### config.mk
export PLATFORM = sky130hd
export DESIGN_NAME = iterative_multiplier
export DESIGN_NICKNAME = d
export VERILOG_FILES = /design/src/rtl/iterative_multiplier.sv
export SDC_FILE = /design/constraint.sdc
export NUM_CORES = 2
export LEC_CHECK = 0
export CORE_MARGIN = 2
export CORE_UTILIZATION = 30
export DETAILED_ROUTE_END_ITERATION = 6
export SKIP_LAST_GASP = 1
export SYNTH_ARGS = -nofsm -noshare
export SYNTH_HDL_FRONTEND = slang
export SYNTH_SLANG_ARGS = --single-unit
### constraint.sdc
create_clock -name clk -period 16.3 [get_ports clk]
set_input_delay 4.89 -clock clk [delete_from_list [all_inputs] [get_ports clk]]
set_output_delay 4.89 -clock clk [all_outputs]
set_load 0.005 [all_outputs]
### src/rtl/iterative_multiplier.sv
// Multi-cycle multiply / multiply-accumulate unit with a start/busy/done handshake.
// Retires BITS_PER_CYCLE bits of |b| per MULT cycle, then accumulates, signs and flags in ACC.
module iterative_multiplier #(
  parameter int WIDTH          = 32,
  parameter int BITS_PER_CYCLE = 8,
  parameter int EARLY_TERM     = 1
) (
  input  logic                 clk,
  input  logic                 reset,
  input  logic                 start_i,
  input  logic [2:0]           type_i,
  input  logic [WIDTH-1:0]     a_i,
  input  logic [WIDTH-1:0]     b_i,
  input  logic [WIDTH-1:0]     c_i,
  input  logic [WIDTH-1:0]     d_i,
  output logic                 busy_o,
  output logic                 done_o,
  output logic [2*WIDTH-1:0]   result_o,
  output logic                 n_o,
  output logic                 z_o
);

  localparam int K     = WIDTH / BITS_PER_CYCLE;
  localparam int CNT_W = $clog2(K) + 1;
  localparam int W2    = 2 * WIDTH;

  typedef enum logic [1:0] {IDLE, MULT, ACC, DONE} state_t;

  state_t               state_q, state_d;
  logic                 busy_q, busy_d;
  logic                 done_q, done_d;
  logic [W2-1:0]        result_q, result_d;
  logic                 n_q, n_d;
  logic                 z_q, z_d;

  logic [2:0]           type_q, type_d;
  logic                 illegal_q, illegal_d;
  logic                 neg_q, neg_d;
  logic [W2-1:0]        a_sh_q, a_sh_d;
  logic [WIDTH-1:0]     b_rem_q, b_rem_d;
  logic [W2-1:0]        prod_q, prod_d;
  logic [CNT_W-1:0]     cnt_q, cnt_d;
  logic [WIDTH-1:0]     c_q, c_d;
  logic [WIDTH-1:0]     d_q, d_d;

  // |v| for signed operands; the most negative value maps to 2^(WIDTH-1) unsigned.
  function automatic logic [WIDTH-1:0] magnitude(input logic [WIDTH-1:0] v, input logic is_signed);
    magnitude = (is_signed && v[WIDTH-1]) ? (~v + WIDTH'(1)) : v;
  endfunction

  function automatic logic [W2-1:0] negate(input logic [W2-1:0] v, input logic do_neg);
    negate = do_neg ? (~v + W2'(1)) : v;
  endfunction

  logic                 accept;
  logic                 signed_op;
  logic                 last_iter;
  logic [BITS_PER_CYCLE-1:0] chunk;
  logic [W2-1:0]        partial;
  logic [W2-1:0]        long_sum;
  logic [WIDTH-1:0]     short_sum;

  always_comb begin
    state_d   = state_q;
    result_d  = result_q;
    n_d       = n_q;
    z_d       = z_q;
    type_d    = type_q;
    illegal_d = illegal_q;
    neg_d     = neg_q;
    a_sh_d    = a_sh_q;
    b_rem_d   = b_rem_q;
    prod_d    = prod_q;
    cnt_d     = cnt_q;
    c_d       = c_q;
    d_d       = d_q;

    accept    = start_i && (state_q == IDLE || state_q == DONE);
    signed_op = (type_i[2:1] == 2'b11);
    chunk     = b_rem_q[BITS_PER_CYCLE-1:0];
    partial   = a_sh_q * W2'(chunk);
    last_iter = illegal_q ||
                ((EARLY_TERM != 0) ? ((b_rem_q >> BITS_PER_CYCLE) == '0)
                                   : (cnt_q == CNT_W'(K - 1)));
    long_sum  = negate(prod_q, neg_q) + (type_q[0] ? {c_q, d_q} : W2'(0));
    short_sum = prod_q[WIDTH-1:0] + (type_q[0] ? c_q : WIDTH'(0));

    case (state_q)
      MULT: begin
        prod_d  = prod_q + partial;
        a_sh_d  = a_sh_q << BITS_PER_CYCLE;
        b_rem_d = b_rem_q >> BITS_PER_CYCLE;
        cnt_d   = cnt_q + CNT_W'(1);
        if (last_iter) state_d = ACC;
      end
      ACC: begin
        state_d = DONE;
        if (illegal_q) begin
          result_d = '0;
          n_d      = 1'b0;
          z_d      = 1'b1;
        end else if (type_q[2]) begin
          result_d = long_sum;
          n_d      = long_sum[W2-1];
          z_d      = (long_sum == '0);
        end else begin
          result_d = {{WIDTH{1'b0}}, short_sum};
          n_d      = short_sum[WIDTH-1];
          z_d      = (short_sum == '0);
        end
      end
      DONE:    state_d = IDLE;
      default: state_d = IDLE;
    endcase

    // Operand capture from IDLE, or back-to-back from DONE.
    if (accept) begin
      state_d   = MULT;
      type_d    = type_i;
      illegal_d = (type_i[2:1] == 2'b01);
      neg_d     = signed_op && (a_i[WIDTH-1] ^ b_i[WIDTH-1]);
      a_sh_d    = {{WIDTH{1'b0}}, magnitude(a_i, signed_op)};
      b_rem_d   = (type_i[2:1] == 2'b01) ? '0 : magnitude(b_i, signed_op);
      prod_d    = '0;
      cnt_d     = '0;
      c_d       = c_i;
      d_d       = d_i;
    end

    busy_d = (state_d == MULT) || (state_d == ACC);
    done_d = (state_d == DONE);
  end

  always_ff @(posedge clk) begin
    if (reset) begin
      state_q  <= IDLE;
      busy_q   <= 1'b0;
      done_q   <= 1'b0;
      result_q <= '0;
      n_q      <= 1'b0;
      z_q      <= 1'b0;
    end else begin
      state_q  <= state_d;
      busy_q   <= busy_d;
      done_q   <= done_d;
      result_q <= result_d;
      n_q      <= n_d;
      z_q      <= z_d;
    end
    type_q    <= type_d;
    illegal_q <= illegal_d;
    neg_q     <= neg_d;
    a_sh_q    <= a_sh_d;
    b_rem_q   <= b_rem_d;
    prod_q    <= prod_d;
    cnt_q     <= cnt_d;
    c_q       <= c_d;
    d_q       <= d_d;
  end

  assign busy_o   = busy_q;
  assign done_o   = done_q;
  assign result_o = result_q;
  assign n_o      = n_q;
  assign z_o      = z_q;

endmodule

==> out/metrics.yaml <==
status: "finished, violations left"
violations: "DRC"
synth_edf_count: 132
antenna_found_initial: 2
synth_ff_type: "dfxtp_1"
via_count: 29300
place_hpwl_um: 88700
die_y_um: 350
ant_nets: 0
avgViaCountPerCell: 4.98
startpoint_type: "primary input"
crit_arrival_ns: 8.67
rows: 126
port_buffers: 201
critPathKind: "primary input to flop"
synth_largest_area_cell: "fa_1"
period_needed_ns: 8.11
ys_types: 79
grt_max_degree: 85
synth_cells: 4186
io_pins: 202
crit_fanout: 72
ys_top_cells_by_area: "fa_1 (23%), edfxtp_1 (11%), dfxtp_1 (9.3%), and2_1 (6.7%), ha_1 (6.3%)"
cts_setup_buffers: 0
cts_root_buf: "clkbuf_16"
drt_pass1_iterations: 7
p_clk_share_pct: 13.6
p_comb_share_pct: 71.2
synth-seq-area-share_pct: 20.3
async_flop_share_pct: 0
hold_buffers: 0
fin_nets: 4984
synth_top_area_share_pct: 23.0
synth_common_cells: "inv_1 (546), nand2_1 (419), fa_1 (412)"
cts_resized: 0
utilization_pct: 34.4
grt_pass1_wl_um: 175000
synth_warnings: 0
syn-mean-instance-area_um2: 8.58
wl_per_cell_um: 19.1
cts_tree: "built"
routed_wirelength_um: 112000
rsz0062_at_grt: "no"
leakage_uw: 0.0171
finalSetupTns_ns: 0
maxCapViolations: 0
hp-class: "flop to flop"
crit_path_end_kind: "flop"
power_density_nw_per_um2: 159
die_w_um: 350
setup_violations: 0
gp_congestion: 0.947
drv_slew: 0
p_sw_share_pct: 50.4
clkTransAtPathRegs_ns: 0.06
grt_pass1_vias: 29400
clkLatencyLatePin_ns: 0.63
drt_iter0_markers: 2202
synth_nets: 4914
drive_gt1_share_pct: 2.75
overflow: 0
finClkSkew_ns: 0.0505
cts.sinks: 298
dieArea_um2: 122000
hold_viol: 0
slew_headroom_pct: 27.0
tightest_slew_ns: 1.07
required_ns: 16.87
start_util_pct: 30.3
fin_crit_sh_pct: 49.7
max_freq_ghz: 0.123
ys_ff_latch: 298
cts.path.max_buffers: 3
syn_to_final_growth_pct: 13.3
p_switching_uw: 3270
p_seq_share_pct: 15.2
core_area_um2: 118000
syn-cell-area_um2: 35900
ir_drop_mv: 0.123
synth_most_common_cell: "inv_1"
cts_made_buffers: 39
h-tree-depth: 2
power.total_uw: 6480
intPower_uw: 3210
drc_errors: 3
track_usage_pct: 18.3
-- cells by family (layout without fill, tap and decap cells) --
kind of cell,Yosys count,in the layout,synth area share [%]
compound gates,797,797,14.1
xor+xnor,265,265,6.46
fa+ha+maj,594,594,29.3
buf+inv,742,843,7.76
flops,298,298,20.3
mux,83,83,2.32
other cells,0,3,0
simple gates,1407,1407,19.7
-- path summary, 6_finish.rpt --
kind,from,endpoint,slack [ns],cells after the start
min reg2reg,result_o[8]$_SDFFE_PP0N_,result_o[8]$_SDFFE_PP0N_,0.47,2
max reg2reg,b_rem_q[0]$_DFFE_PP_,prod_q[61]$_SDFFE_PP0P_,8.70,22
max,reset,z_o$_SDFFE_PP0N_,8.19,12
min,result_o[8]$_SDFFE_PP0N_,result_o[8]$_SDFFE_PP0N_,0.47,2
-- per-layer routing --
metal / wire length [um] / track usage, % / vias to the layer above
met3: 6480 / 2.75 / 121
met2: 49000 / 28.5 / 817
met5: 26 / 0 / -
met1: 53800 / 26.4 / 14400
met4: 3040 / 4.92 / 4
li1: - / - / 14000
-- worst max-delay path: stages --
cell	delay, ns
buf_2	0.10
buf_4	0.35
o21bai_1	0.29
or4_1	0.41
or3_1	0.32
a2111oi_0	0.32
nand4_1	0.17
nor4_1	0.72
or4b_2	0.63
and4b_1	0.26
nand4_1	0.10
nand2_1	0.09
-- layout by cell type (no fill, tap or decap), types with 132 or more instances in the layout --
cell type and n:
a21oi_1 225, and2_1 383, clkdlybuf4s50_1 200, dfxtp_1 166, edfxtp_1 132, fa_1 412
ha_1 181, inv_1 545, nand2_1 417, nor2_1 289, o21ai_0 194, xnor2_1 201
-- through the flow --
step	cell area, um^2	setup slack [ns]	hold slack (ns)	std cells
floorplan	35900	8.47	0.458	4186
global placement	39400	7.72	0.453	5815
detailed placement	39400	7.69	0.463	5815
CTS	40700	8.36	0.474	5887
global route	40700	8.24	0.508	5887
finish	40700	8.19	0.468	5890
-- layout make-up --
cell class                 instances  area, um^2
fill                           12300       77700
multi-input combinational       3146       25900
sequential                       298        7290
timing repair buffer             224        2180
inverter                         547        2060
tap                             1600        2000
clock buffer                      51        1030
clock inverter                    21         248
antenna                            3        7.51
-- flip-flops by register name, summed over array words and instances (netlist names) --
| register | count |
|---|---|
| state_q | 2 |
| c_q | 32 |
| b_rem_q | 32 |
| result_o | 64 |
| z_o | 1 |
| d_q | 32 |
| done_o | 1 |
| illegal_q | 1 |
| type_q | 2 |
| neg_q | 1 |
| a_sh_q | 64 |
| n_o | 1 |
| busy_o | 1 |
| prod_q | 64 |
-- power by group through the flow --
| stage | Clock [uW] | Sequential (uW) | Combinational (uW) |
|---|---|---|---|
| after floorplan | 0 | 933 | 3460 |
| after global placement | 0 | 999 | 4530 |
| after detailed placement | 0 | 999 | 4550 |
| after CTS | 906 | 984 | 4570 |
| after global routing | 933 | 996 | 5180 |
| final | 884 | 986 | 4610 |
No activity file was read; power rests on OpenSTA's default activity.
